--- config.mk ---
export PLATFORM = sky130hd
export DESIGN_NAME = alu_mul_seq
export DESIGN_NICKNAME = d
export VERILOG_FILES = /design/src/rtl/CPU_package.sv /design/src/rtl/alu_mul_seq.sv
export SDC_FILE = /design/constraint.sdc
export NUM_CORES = 1
export LEC_CHECK = 0
export ABC_CLOCK_PERIOD_IN_PS = 8210
export BUFFER_PORTS_ARGS = -buffer_cell sky130_fd_sc_hd__buf_4
export CAP_MARGIN = 0
export CORE_MARGIN = 2
export CORE_UTILIZATION = 54
export DETAILED_ROUTE_END_ITERATION = 6
export PLACE_DENSITY = 0.9
export SETUP_SLACK_MARGIN = 0.2
export SYNTH_ARGS = -nofsm -noshare
export SYNTH_HDL_FRONTEND = slang
export SYNTH_SLANG_ARGS = --single-unit
export TNS_END_PERCENT = 100
--- constraint.sdc ---
create_clock -name clk -period 8.21 [get_ports clk]
set_clock_uncertainty 0.15 [all_clocks]
set_input_delay 1.642 -clock clk [delete_from_list [all_inputs] [get_ports clk]]
set_output_delay 1.642 -clock clk [all_outputs]
set_load 0.05 [all_outputs]
--- src/rtl/CPU_package.sv ---
// Shared CPU types: datapath width, ALU opcode/flag types and the multiplier sequencer states.
// The optional signed-multiply build (ALU_MUL_SEQ_SIGNED_EN) uses abs_val below.
package CPU_package;

  localparam int unsigned DATA_WIDTH = 16;

  typedef enum logic [2:0] {
    ALU_OP_ADD,
    ALU_OP_SUB,
    ALU_OP_AND,
    ALU_OP_OR,
    ALU_OP_XOR
  } enum_alu_opcode_t;

  typedef struct packed {
    logic carry;
    logic zero;
    logic negative;
    logic overflow;
  } struct_alu_flag_t;

  typedef enum logic [1:0] {
    MUL_IDLE,
    MUL_RUN,
    MUL_FIX,
    MUL_DONE
  } enum_mul_state_t;

  // Two's-complement magnitude; the most negative value maps to itself read as unsigned.
  function automatic logic [DATA_WIDTH-1:0] abs_val(input logic [DATA_WIDTH-1:0] v);
    return v[DATA_WIDTH-1] ? (~v + DATA_WIDTH'(1)) : v;
  endfunction

endpackage

--- src/rtl/alu_mul_seq.sv ---
// Shift-add 16x16->32 multiplier sequencer that borrows the shared ALU for its accumulate steps.
// Define ALU_MUL_SEQ_SIGNED_EN for a signed product (magnitude multiply plus a FIX negate state).
module alu_mul_seq
  import CPU_package::*;
(
  input  logic                  clk,
  input  logic                  rst,
  input  logic                  start,
  input  logic [DATA_WIDTH-1:0] op_a,
  input  logic [DATA_WIDTH-1:0] op_b,
  output logic                  busy,
  output logic                  done,
  output logic [DATA_WIDTH-1:0] product_hi,
  output logic [DATA_WIDTH-1:0] product_lo,
  output logic                  alu_req,
  output logic [DATA_WIDTH-1:0] alu_in_a,
  output logic [DATA_WIDTH-1:0] alu_in_b,
  output logic                  alu_input_carry,
  output enum_alu_opcode_t      alu_opcode,
  output logic                  alu_mode,
  input  logic [DATA_WIDTH-1:0] alu_out,
  input  struct_alu_flag_t      alu_out_flag
);

  enum_mul_state_t       state;
  logic [DATA_WIDTH-1:0] m;
  logic [DATA_WIDTH-1:0] hi;
  logic [DATA_WIDTH-1:0] lo;
  logic [4:0]            cnt;
  logic [DATA_WIDTH-1:0] step_hi;
  logic [DATA_WIDTH-1:0] step_lo;
  logic                  unused_flags;

  // 33-bit right shift of {carry, sum, LO}: carry lands in HI msb, sum lsb moves into LO
  assign step_hi = {alu_out_flag.carry, alu_out[DATA_WIDTH-1:1]};
  assign step_lo = {alu_out[0], lo[DATA_WIDTH-1:1]};

  assign unused_flags = ^{alu_out_flag.zero, alu_out_flag.negative, alu_out_flag.overflow};

`ifdef ALU_MUL_SEQ_SIGNED_EN
  logic                    sign;
  logic [2*DATA_WIDTH-1:0] neg_prod;
  assign neg_prod = ~{hi, lo} + (2*DATA_WIDTH)'(1);
`endif

  always_ff @(posedge clk or posedge rst) begin
    if (rst) begin
      state      <= MUL_IDLE;
      m          <= '0;
      hi         <= '0;
      lo         <= '0;
      cnt        <= '0;
      busy       <= 1'b0;
      done       <= 1'b0;
      product_hi <= '0;
      product_lo <= '0;
`ifdef ALU_MUL_SEQ_SIGNED_EN
      sign       <= 1'b0;
`endif
    end else begin
      done <= 1'b0;
      case (state)
        MUL_IDLE: begin
          if (start) begin
`ifdef ALU_MUL_SEQ_SIGNED_EN
            m    <= abs_val(op_a);
            lo   <= abs_val(op_b);
            sign <= op_a[DATA_WIDTH-1] ^ op_b[DATA_WIDTH-1];
`else
            m    <= op_a;
            lo   <= op_b;
`endif
            hi    <= '0;
            cnt   <= '0;
            busy  <= 1'b1;
            state <= MUL_RUN;
          end
        end
        MUL_RUN: begin
          hi  <= step_hi;
          lo  <= step_lo;
          cnt <= cnt + 5'd1;
          if (cnt == 5'd15) begin
`ifdef ALU_MUL_SEQ_SIGNED_EN
            state <= MUL_FIX;
`else
            // product is published on the same edge that enters DONE
            product_hi <= step_hi;
            product_lo <= step_lo;
            busy       <= 1'b0;
            done       <= 1'b1;
            state      <= MUL_DONE;
`endif
          end
        end
        MUL_FIX: begin
`ifdef ALU_MUL_SEQ_SIGNED_EN
          if (sign) begin
            {hi, lo}                 <= neg_prod;
            {product_hi, product_lo} <= neg_prod;
          end else begin
            {product_hi, product_lo} <= {hi, lo};
          end
`else
          {product_hi, product_lo} <= {hi, lo};
`endif
          busy  <= 1'b0;
          done  <= 1'b1;
          state <= MUL_DONE;
        end
        MUL_DONE: state <= MUL_IDLE;
        default:  state <= MUL_IDLE;
      endcase
    end
  end

  assign alu_req         = busy;
  assign alu_input_carry = 1'b0;
  assign alu_mode        = busy;
  assign alu_opcode      = busy ? ALU_OP_ADD : ALU_OP_AND;
  assign alu_in_a        = busy ? hi : '0;
  assign alu_in_b        = (busy && lo[0]) ? m : '0;

endmodule

==> qor.csv <==
stage,metric,value,unit
route,post_drt_wl_per_cell,15.4,µm
cts,root_buffer,clkbuf_8,
pwr,internal_power,1.26,mW
die,die_area,8450,µm²
sta,report.final.slew_viol_count,0,
setup_path,crit_path_start,alu_mode,
cts,htreeDepth,3,
cts,post-cts-setup-buffer-count,0,
placed_design,dpl.hpwl,6080,µm
cts,path_clk_slew,80,ps
pwr,p_seq_frac,0.327,
grt,grt_pass1_wl,15200,µm
pwr,p_switching,1.24,mW
synth,syn_avg_cell_area,11.3,µm²
run_status,status,"complete, no violations",
sta,period_share,0.442,
sta,whs,333,ps
setup_path,cp_max_fo,36,
sta,rsz0062_at_grt,no,
synth,yosysSeqAreaShare,0.534,
final_layout,post-route-util,0.688,
sta,worst_pin_slew,1130,ps
grt,grt_max_degree,90,
final_layout,areaGrowthSynthToFinish,25.3,%
grt,antenna_found_initial,0,
route,route.detailed.drc,0,
cts,clkSinkCount,89,
worst_hold_path,hold_start,product_lo[5],
worst_hold_path,hold_path.class,reg2reg,
route,antenna_left,0,
final_layout,antenna_cells,0,
setup_path,r2r_start,state[0],
sta,slew_headroom,0.249,
cts,numCtsBuffers,9,
grt,grt_pass1_vias,3101,
cts,cts_resized,0,
synth,syn_inst,370,
synth,ys_warn_count,0,
die,ios,127,
route,vias,3042,
pwr,netSwitchingFraction,0.494,
route,drt_iter0_drc,124,
synth,synth_cell_types,28,
cts,cts_buffer_depth,2,
die,die_x,91.9,µm
sta,hold_viol,0,
cts,hold_buffers,0,
sta,post-route-min-period,3630,ps
route,routed_wirelength,8970,µm
pwr,ir_worst_vdd,210,µV
setup_path,arrival,1840,ps
sta,setup_viol,0,
die,start_util,0.549,
pwr,pwr-share-clk,0.106,
synth,ys_ff_latch,89,
setup_path,crit_type,reg2out,
cts,clk_latency,350,ps
die,fp.dieH,91.9,µm
sta,timing.fmax,0.275,GHz
grt,grt_usage,0.227,
sta,setup-tns-final,0,ps
die,row_count,32,
pwr,combPwrFrac,0.566,
pwr,power_density,478,nW/µm²
final_layout,final_net_count,539,
synth,synth_area,4170,µm²
pwr,power.leakage,2.59,nW
route,first_pass_iters,4,
die,core_area,7610,µm²
placed_design,portBuffers,120,
setup_path,cp.required,6420,ps
setup_path,crit_path_start_kind,flip-flop,
route,vias_per_cell,5.21,
cts,cts_tree,built,
setup_path,end_kind,output pin,
job,drv_cap,0,
grt,globalRoute.totalOverflow,0,
placed_design,gp_congestion,0.795,
final_layout,drive_gt1_frac,0.338,
[synthesized netlist by cell type, drive strengths merged]
library cell / n / area, µm²
mux2i: 51 / 536
a31oi: 2 / 12.5
conb: 1 / 3.75
ha: 7 / 87.6
buf: 23 / 155
o22ai: 1 / 6.26
nand2b: 4 / 27.5
or2: 1 / 6.26
and3: 18 / 113
nor2b: 2 / 12.5
clkbuf: 7 / 30.0
dfrtp: 89 / 2230
a22o: 18 / 158
nor3: 1 / 5.00
inv: 6 / 22.5
and2: 17 / 106
nand2: 51 / 194
and2b: 1 / 10.0
mux2: 17 / 195
a21oi: 1 / 5.00
o21ai: 52 / 260
[power groups by stage]
stage,combinational [mW],clock (mW),sequential (mW)
floorplan,0.850,0,1.03
global placement,1.39,0,0.809
CTS,1.43,0.274,0.819
detailed placement,1.42,0,0.829
global route,1.53,0.292,0.851
finish,1.42,0.266,0.819
[worst max-delay path: stages (launching register included)]
cell and delay (ps):
dfrtp_1 1000, and3_1 290, buf_4 200
[cells in the final DEF (no fill, tap or decap), types with 2 or more instances in the layout]
master and instances:
clkbuf_8 9, mux2_2 16, clkinv_2 2, nand2_1 50
clkinvlp_4 3, dfrtp_1 89, and3_1 18, buf_4 124
nor2b_1 2, and2_1 17, a22o_1 18, ha_1 6
mux2i_1 49, clkinv_4 2, mux2i_4 2, o21ai_0 52
inv_1 5, conb_1 3, a31oi_1 2, nand2b_1 3
[layer usage]
layer  up-vias  track usage  share of wire
met5         -            0              0
met4         0       0.0908          0.017
li1       1487            -              -
met1      1443        0.298           0.44
met3        13       0.0419          0.057
met2        99        0.376           0.49
[metrics by stage]
step	total power, mW	cells	setup WS, ps	instance area, µm²
2_1_floorplan	1.88	372	4110	4180
3_3_place_gp	2.20	568	5030	5060
3_5_place_dp	2.25	568	4960	5060
4_1_cts	2.52	584	4570	5230
5_1_grt	2.67	584	4450	5230
6_report	2.50	584	4580	5230
[area by class of cell]
cell class	instances	area, µm²
clock buffers	10	128
well taps	102	128
fillers	600	2380
multi-input cells	247	1750
flip-flops and latches	89	2230
repair buffers	124	931
inverters	6	23.8
clock inverters	6	45.0
[sequential cells by signal, summed over array words and instances (netlist names)]
signal and count:
hi 16, product_hi 16, product_lo 16, state 2, alu_mode 1, lo 16
m 16, cnt 5, done 1
[worst paths after layout]
path / to / slack, ps / depth (start not counted)
max: alu_in_b[9] / 4580 / 2
min: product_lo[5] / 330 / 2
max reg2reg: product_lo[12] / 5440 / 5
min reg2reg: product_lo[5] / 330 / 2
max in group asynchronous: state[1] / 5730 / 3
min in group asynchronous: product_hi[13] / 1480 / 3
[cell families (layout without fill, tap and decap cells)]
family / Yosys count / after routing / synth area share
buffers and inverters: 36 / 146 / 0.0498
AOI/OAI and AO/OA: 74 / 74 / 0.106
other: 1 / 3 / 0.000899
adders and majority gates: 7 / 7 / 0.0210
DFF: 89 / 89 / 0.534
and+or+nand+nor: 95 / 95 / 0.114
muxes: 68 / 68 / 0.175
No activity file was read; power rests on OpenSTA's default activity.
